File: src/rtl/axi_lite_pkg.sv
// rtl/axi_lite_pkg.sv - AXI-Lite response codes and bridge FSM state encoding
package axi_lite_pkg;

  localparam logic [1:0] RESP_OKAY   = 2'b00;
  localparam logic [1:0] RESP_EXOKAY = 2'b01;
  localparam logic [1:0] RESP_SLVERR = 2'b10;
  localparam logic [1:0] RESP_DECERR = 2'b11;

  localparam logic [2:0] ENC_IDLE    = 3'd0;
  localparam logic [2:0] ENC_WR_ADDR = 3'd1;
  localparam logic [2:0] ENC_WR_DATA = 3'd2;
  localparam logic [2:0] ENC_WR_RESP = 3'd3;
  localparam logic [2:0] ENC_RD_ADDR = 3'd4;
  localparam logic [2:0] ENC_RD_DATA = 3'd5;
  localparam logic [2:0] ENC_RSP     = 3'd6;

  typedef enum logic [2:0] {
    S_IDLE    = ENC_IDLE,
    S_WR_ADDR = ENC_WR_ADDR,
    S_WR_DATA = ENC_WR_DATA,
    S_WR_RESP = ENC_WR_RESP,
    S_RD_ADDR = ENC_RD_ADDR,
    S_RD_DATA = ENC_RD_DATA,
    S_RSP     = ENC_RSP
  } bridge_state_e;

endpackage

File: src/rtl/axi_lite_master_bridge.sv
// rtl/axi_lite_master_bridge.sv - single-beat command/response to AXI4-Lite master bridge
module axi_lite_master_bridge
  import axi_lite_pkg::*;
#(
  parameter int ADDR_WIDTH = 32,
  parameter int DATA_WIDTH = 32
) (
  input  logic                  clk,
  input  logic                  rst_n,
  input  logic                  cmd_valid,
  output logic                  cmd_ready,
  input  logic                  cmd_write,
  input  logic [ADDR_WIDTH-1:0] cmd_addr,
  input  logic [DATA_WIDTH-1:0] cmd_wdata,
  input  logic [3:0]            cmd_wstrb,
  output logic                  rsp_valid,
  input  logic                  rsp_ready,
  output logic [DATA_WIDTH-1:0] rsp_rdata,
  output logic [1:0]            rsp_resp,
  output logic [ADDR_WIDTH-1:0] AWADDR,
  output logic                  AWVALID,
  input  logic                  AWREADY,
  output logic [DATA_WIDTH-1:0] WDATA,
  output logic [3:0]            WSTRB,
  output logic                  WVALID,
  input  logic                  WREADY,
  input  logic [1:0]            BRESP,
  input  logic                  BVALID,
  output logic                  BREADY,
  output logic [ADDR_WIDTH-1:0] ARADDR,
  output logic                  ARVALID,
  input  logic                  ARREADY,
  input  logic [DATA_WIDTH-1:0] RDATA,
  input  logic [1:0]            RRESP,
  input  logic                  RVALID,
  output logic                  RREADY
);

  bridge_state_e         state_q;
  logic [ADDR_WIDTH-1:0] awaddr_q;
  logic [ADDR_WIDTH-1:0] araddr_q;
  logic [DATA_WIDTH-1:0] wdata_q;
  logic [3:0]            wstrb_q;
  logic                  awvalid_q;
  logic                  wvalid_q;
  logic                  bready_q;
  logic                  arvalid_q;
  logic                  rready_q;
  logic                  rsp_valid_q;
  logic [DATA_WIDTH-1:0] rsp_rdata_q;
  logic [1:0]            rsp_resp_q;

  assign cmd_ready = (state_q == S_IDLE);
  assign AWADDR    = awaddr_q;
  assign AWVALID   = awvalid_q;
  assign WDATA     = wdata_q;
  assign WSTRB     = wstrb_q;
  assign WVALID    = wvalid_q;
  assign BREADY    = bready_q;
  assign ARADDR    = araddr_q;
  assign ARVALID   = arvalid_q;
  assign RREADY    = rready_q;
  assign rsp_valid = rsp_valid_q;
  assign rsp_rdata = rsp_rdata_q;
  assign rsp_resp  = rsp_resp_q;

  // One transaction at a time: AW, then W, then B (or AR, then R), then hand the response back.
  always_ff @(posedge clk) begin
    if (!rst_n) begin
      state_q     <= S_IDLE;
      awaddr_q    <= '0;
      araddr_q    <= '0;
      wdata_q     <= '0;
      wstrb_q     <= 4'b0000;
      awvalid_q   <= 1'b0;
      wvalid_q    <= 1'b0;
      bready_q    <= 1'b0;
      arvalid_q   <= 1'b0;
      rready_q    <= 1'b0;
      rsp_valid_q <= 1'b0;
      rsp_rdata_q <= '0;
      rsp_resp_q  <= RESP_OKAY;
    end else begin
      case (state_q)
        S_IDLE: begin
          if (cmd_valid) begin
            if (cmd_write) begin
              awaddr_q  <= cmd_addr;
              wdata_q   <= cmd_wdata;
              wstrb_q   <= cmd_wstrb;
              awvalid_q <= 1'b1;
              state_q   <= S_WR_ADDR;
            end else begin
              araddr_q  <= cmd_addr;
              arvalid_q <= 1'b1;
              state_q   <= S_RD_ADDR;
            end
          end
        end
        S_WR_ADDR: begin
          // W waits for the AW handshake so address-first slaves are safe.
          if (AWREADY) begin
            awvalid_q <= 1'b0;
            wvalid_q  <= 1'b1;
            state_q   <= S_WR_DATA;
          end
        end
        S_WR_DATA: begin
          if (WREADY) begin
            wvalid_q <= 1'b0;
            bready_q <= 1'b1;
            state_q  <= S_WR_RESP;
          end
        end
        S_WR_RESP: begin
          if (BVALID) begin
            bready_q    <= 1'b0;
            rsp_resp_q  <= BRESP;
            rsp_rdata_q <= '0;
            rsp_valid_q <= 1'b1;
            state_q     <= S_RSP;
          end
        end
        S_RD_ADDR: begin
          if (ARREADY) begin
            arvalid_q <= 1'b0;
            rready_q  <= 1'b1;
            state_q   <= S_RD_DATA;
          end
        end
        S_RD_DATA: begin
          if (RVALID) begin
            rready_q    <= 1'b0;
            rsp_rdata_q <= RDATA;
            rsp_resp_q  <= RRESP;
            rsp_valid_q <= 1'b1;
            state_q     <= S_RSP;
          end
        end
        S_RSP: begin
          if (rsp_ready) begin
            rsp_valid_q <= 1'b0;
            state_q     <= S_IDLE;
          end
        end
        default: state_q <= S_IDLE;
      endcase
    end
  end

endmodule
File: config.mk
export PLATFORM = sky130hd
export DESIGN_NAME = axi_lite_master_bridge
export DESIGN_NICKNAME = d
export VERILOG_FILES = /design/src/rtl/axi_lite_pkg.sv /design/src/rtl/axi_lite_master_bridge.sv
export SDC_FILE = /design/constraint.sdc
export NUM_CORES = 1
export LEC_CHECK = 0
export BUFFER_PORTS_ARGS = -buffer_cell sky130_fd_sc_hd__buf_4
export CORE_ASPECT_RATIO = 1.2
export CORE_UTILIZATION = 35
export CTS_CLUSTER_DIAMETER = 60
export DETAILED_ROUTE_END_ITERATION = 10
export PLACE_DENSITY_LB_ADDON = 0.3
export SLEW_MARGIN = 20
export SYNTH_ARGS = -nofsm -noshare
export SYNTH_HDL_FRONTEND = slang
export SYNTH_SLANG_ARGS = --single-unit
File: constraint.sdc
create_clock -name clk -period 4.2 [get_ports clk]
set_clock_uncertainty 0.15 [all_clocks]
set_input_delay 0.84 -clock clk [delete_from_list [all_inputs] [get_ports clk]]
set_output_delay 0.84 -clock clk [all_outputs]
set_load 0.05 [all_outputs]
# After elaboration in Yosys (flattened, before gate mapping)
# Index checks and enable logic that the tools add are counted.
[op_classes] mux=36 reduce_logical=18 eq_ne=15 n_bitwise=1
[op_table] operator="2-to-1 mux 32 bit" n=2
[op_table] operator="case mux 32 bit (2 select lines)" n=1
[op_table] operator="2-to-1 mux 3 bit" n=8
[op_table] operator="case mux 3 bit (7 select lines)" n=1
[op_table] operator="AND reduction 3 bit" n=6
[op_table] operator="inequality test 2 bit, second input constant" n=8
[op_table] operator="2-to-1 mux 1 bit" n=15
[op_table] operator="AND reduction 4 bit" n=3
[op_table] operator="nonzero test 2 bit" n=6
[op_table] operator="case mux 1 bit (2 select lines)" n=5
[op_table] operator="== test 3 bit, second input constant" n=3
[op_table] operator="AND reduction 7 bit" n=1
[op_table] operator="== test 3 x 2 -> 1 bit, second input constant" n=2
[op_table] operator="2-to-1 mux 2 bit" n=2
[op_table] operator="case mux 2 bit (2 select lines)" n=1
[op_table] operator="== test 3 x 1 -> 1 bit, second input constant" n=1
[op_table] operator="logical NOT 3 bit" n=1
[op_table] operator="case mux 1 bit (3 select lines)" n=1
[op_table] operator="nonzero test 3 bit" n=1
[op_table] operator="inequality test 2 x 1 -> 1 bit, second input constant" n=1
[op_table] operator="inverter 1 bit" n=1
[totals] output_inout_bits=141 inputBits=114 elab_cells=83 register_bits=143

# Depth between registers and ports, before layout
[depth] depth_word=3 mapped_depth=8 depth_no_buf=4

# Worst setup path before layout
# Ideal clock, no wire load.
[synth_timing] path_kind="reg-to-output" startpoint="register state_q[0]" endpoint="output port cmd_ready" t_required_ns=3.210 path_buffers=2 setup_slack_ns=1.474 path_stages_with_launch=4 arrival_time_ns=1.736 cell_sequence="dfxtp_1 buf_6 clkbuf_1 nor3_1"
[synth_between] elab_chain_len=1
[synth_rtl] element="from (decl)" line="axi_lite_master_bridge.sv:39" text="bridge_state_e state_q;"
[synth_rtl] element="from (signal assigned)" line="axi_lite_master_bridge.sv:70" text="state_q <= S_IDLE;"
[synth_rtl] element="from (signal assigned)" line="axi_lite_master_bridge.sv:92" text="state_q <= S_WR_ADDR;"
[synth_rtl] element="from (signal assigned)" line="axi_lite_master_bridge.sv:96" text="state_q <= S_RD_ADDR;"
[synth_rtl] element="logical NOT 3 bit" line="axi_lite_master_bridge.sv:53" text="assign cmd_ready = (state_q == S_IDLE);"
[synth_rtl] element="to (decl)" line="axi_lite_master_bridge.sv:11" text="output logic cmd_ready,"
# No other way between the ends.

# Worst setup path in the final report
# Ends and elaborated chain as after synthesis.

==> impl_metrics.py <==
metrics = {
    "clocking": {
        "cts_tree": "built",
        "cts_hold_buffers": 0,
        "postCtsSetupBuffers": 0,
        "clockRootBuffer": "sky130_fd_sc_hd__clkbuf_16",
        "cts.sink_count": 143,
        "h-tree-depth": 4,
        "cts_resized": 0,
        "worst_setup_hold_path_clk_slew_ns": 0.06,
        "insertion_delay_ns": 0.40,
        "cts_made_buffers": 17,
        "clock_tree.buffer_depth": 2,
    },
    "worst_setup_path": {
        "cp_data_required_time_ns": 3.21,
        "crit_fanout": 19,
        "worstReg2RegStart": "state_q[0]",
        "worstSetupPathType": "flop to output port",
        "cp-startpoint": "state_q[0]",
        "timing.critical_path.to_type": "output port",
        "critPathArrivalTime_ns": 1.56,
        "cp-start-kind": "flop",
    },
    "flow_run": {
        "max_capacitance_violation_count": 0,
    },
    "synth": {
        "seq_area_frac_synth_pct": 55.8,
        "synthesis.yosys.warnings": 0,
        "synth_cell_area_mm2": 0.00513,
        "synth.ff_latch_count": 143,
        "syn_avg_cell_area_um2": 8.29,
        "synth.distinct_cells": 31,
        "postSynthCellCount": 619,
        "postSynthNetCount": 733,
    },
    "grt": {
        "grt_antenna_before_repair": 0,
        "gr_util_all_layers_pct": 18.9,
        "grt_start_max_net_pins": 85,
        "grt-ovfl-total": 0,
        "grt_pass1_vias": 4650,
        "grt_first_pass_wirelength_mm": 22.8,
    },
    "timing": {
        "count_of_final_hold_check_violations": 0,
        "timing.final.crit_share_pct": 60.6,
        "grt_setup_unrepaired": "no",
        "post-route-min-period_ns": 2.55,
        "worst_relative_slew_slack_pct": 41.7,
        "timing.setup.tns_ns": 0,
        "achievable-frequency_mhz": 393,
        "finalMaxSlewViolations": 0,
        "setup_viol_count_final": 0,
        "tightestPinTransition_ns": 0.875,
    },
    "die": {
        "die_width_um": 113,
        "die_h_um": 135,
        "design.die.area_mm2": 0.0152,
        "fp.coreArea_mm2": 0.0144,
        "top_level_ports": 255,
        "placementRows": 48,
        "initial_core_util_pct": 35.8,
    },
    "run_status": {
        "run_status": "finished clean",
    },
    "cells_and_area": {
        "layout-drive-gt1-share_pct": 35.1,
        "layout.nets": 967,
        "diodes": 0,
        "multi_input_area_mm2": 0.00203,
        "final.fill_count": 1360,
        "syn_to_final_growth_pct": 50.7,
        "sequential_cell_area_mm2": 0.00286,
    },
    "power": {
        "post-layout-total-power_uw": 4780,
        "worst_ir_drop_vdd_v": 0.000310,
        "power_density_mw_per_mm2": 618,
        "leakagePower_uw": 0.00337,
    },
    "routing": {
        "detailedRoute.firstIterationViolations": 341,
        "ant_nets": 0,
        "drt-pass1-iter-count": 6,
        "detailed_route_drc_error_count": 0,
        "post_drt_via_cell_ratio": 4.78,
        "dr_vias": 4967,
        "postRouteWirelength_mm": 14.5,
        "wl_per_cell_um": 14.0,
    },
    "hold_path": {
        "worstHoldStart": "WSTRB[0]",
        "worst_hold_path_type": "flop to flop",
    },
    "place": {
        "gpl.final_weighted_congestion": 0.736,
        "port_buffers": 254,
        "detailed_place_hpwl_mm": 9.84,
    },
}
[registers in the layout (all words and copies together) (netlist names)]
register,flops
rsp_resp,2
WDATA,32
WSTRB,4
WVALID,1
ARADDR,32
AWADDR,32
AWVALID,1
RREADY,1
state_q,3
rsp_valid,1
BREADY,1
ARVALID,1
rsp_rdata,32
[stage by stage]
step / util, % / hold slack [ns] / std cells / setup slack, ns / instance area (um2)
6_report: 53.9 / 0.302 / 1039 / 1.65 / 7730
5_1_grt: 53.9 / 0.320 / 1039 / 1.42 / 7730
4_1_cts: 53.9 / 0.305 / 1039 / 1.62 / 7730
3_5_place_dp: 49.6 / 0.290 / 1009 / 1.42 / 7120
3_3_place_gp: 49.6 / 0.287 / 1009 / 1.46 / 7120
2_1_floorplan: - / 0.509 / 619 / 1.47 / 5130
[Yosys cell counts]
cell type,instances,area (um2)
sky130_fd_sc_hd__a21oi_1,105,526
sky130_fd_sc_hd__a22oi_1,34,255
sky130_fd_sc_hd__a311oi_2,1,15.0
sky130_fd_sc_hd__a31oi_1,1,6.26
sky130_fd_sc_hd__a41o_1,1,10.0
sky130_fd_sc_hd__and2_1,4,25.0
sky130_fd_sc_hd__and3_1,1,6.26
sky130_fd_sc_hd__and3b_1,2,17.5
sky130_fd_sc_hd__buf_2,17,85.1
sky130_fd_sc_hd__buf_4,1,7.51
sky130_fd_sc_hd__buf_6,3,33.8
sky130_fd_sc_hd__clkbuf_1,27,101
sky130_fd_sc_hd__dfxtp_1,143,2860
sky130_fd_sc_hd__inv_1,4,15.0
sky130_fd_sc_hd__inv_2,1,3.75
sky130_fd_sc_hd__mux2_2,2,22.5
sky130_fd_sc_hd__mux2i_1,5,50.1
sky130_fd_sc_hd__nand2_1,209,785
sky130_fd_sc_hd__nand2b_1,3,18.8
sky130_fd_sc_hd__nand4_1,1,6.26
sky130_fd_sc_hd__nor2_1,37,139
sky130_fd_sc_hd__nor2b_1,3,18.8
sky130_fd_sc_hd__nor3_1,3,15.0
sky130_fd_sc_hd__nor4b_4,1,23.8
sky130_fd_sc_hd__nor4bb_1,1,10.0
sky130_fd_sc_hd__o211a_1,2,20.0
sky130_fd_sc_hd__o211ai_1,2,15.0
sky130_fd_sc_hd__o21ai_2,1,8.76
sky130_fd_sc_hd__o221a_2,1,11.3
sky130_fd_sc_hd__o22ai_1,2,12.5
sky130_fd_sc_hd__or3_1,1,6.26
[critical path, stage by stage (launching register included)]
cell,delay (ns)
sky130_fd_sc_hd__dfxtp_1,0.80
sky130_fd_sc_hd__nor3_1,0.14
sky130_fd_sc_hd__buf_4,0.22
[placed cells by master, fill, tap and decap left out, types with 2 or more instances in the layout]
| cell type | instances |
|---|---|
| sky130_fd_sc_hd__nand2b_1 | 3 |
| sky130_fd_sc_hd__inv_6 | 3 |
| sky130_fd_sc_hd__a22oi_1 | 34 |
| sky130_fd_sc_hd__a21oi_1 | 105 |
| sky130_fd_sc_hd__and3b_1 | 2 |
| sky130_fd_sc_hd__clkbuf_16 | 17 |
| sky130_fd_sc_hd__buf_4 | 262 |
| sky130_fd_sc_hd__nor2_1 | 37 |
| sky130_fd_sc_hd__and2_1 | 3 |
| sky130_fd_sc_hd__clkinv_2 | 2 |
| sky130_fd_sc_hd__o211a_1 | 2 |
| sky130_fd_sc_hd__nor2b_1 | 2 |
| sky130_fd_sc_hd__nand2_1 | 208 |
| sky130_fd_sc_hd__inv_1 | 4 |
| sky130_fd_sc_hd__mux2i_1 | 5 |
| sky130_fd_sc_hd__nor3_1 | 3 |
| sky130_fd_sc_hd__mux2_2 | 2 |
| sky130_fd_sc_hd__o22ai_1 | 2 |
| sky130_fd_sc_hd__o211ai_1 | 2 |
| sky130_fd_sc_hd__bufinv_16 | 4 |
| sky130_fd_sc_hd__clkinvlp_4 | 3 |
| sky130_fd_sc_hd__dfxtp_1 | 143 |
[power breakdown]
part | switching [uW] | leakage [uW] | internal, uW | total [uW]
Clock | 583 | 0.000292 | 992 | 1570
Sequential | 137 | 0.00116 | 1530 | 1670
Combinational | 1040 | 0.00192 | 489 | 1530
Total | 1760 | 0.00337 | 3010 | 4780
[final cells by class]
class / count / area share [%]
sequential: 143 / 37.0
multi-input combinational: 423 / 26.2
timing repair buffer: 263 / 25.7
clock buffer: 17 / 5.50
tap: 175 / 2.83
clock inverter: 13 / 2.43
inverter: 5 / 0.275
[cell families after synthesis]
kind of cell	count (synthesis)	synth area share (%)
buffers and inverters	53	4.80
multiplexers	7	1.41
AND/OR/NAND/NOR	266	20.9
AO/OA/AOI/OAI	150	17.1
flip-flops	143	55.8
[metal layers]
metal	vias to the layer above	global-route usage (%)	wire [um]
met3	9	6.69	1200
met2	202	32.3	7160
met1	2244	22.1	6010
met4	0	6.00	146
met5	-	0	0
li1	2512	-	-
[worst paths after layout]
check | endpoint | slack, ns | cells after the start
worst max-delay path | cmd_ready | 1.65 | 2
worst min-delay path | WSTRB[0] | 0.30 | 2
worst max register to register | WDATA[12] | 1.68 | 5
worst min register to register | WSTRB[0] | 0.30 | 2
No activity file was read; power rests on OpenSTA's default activity.
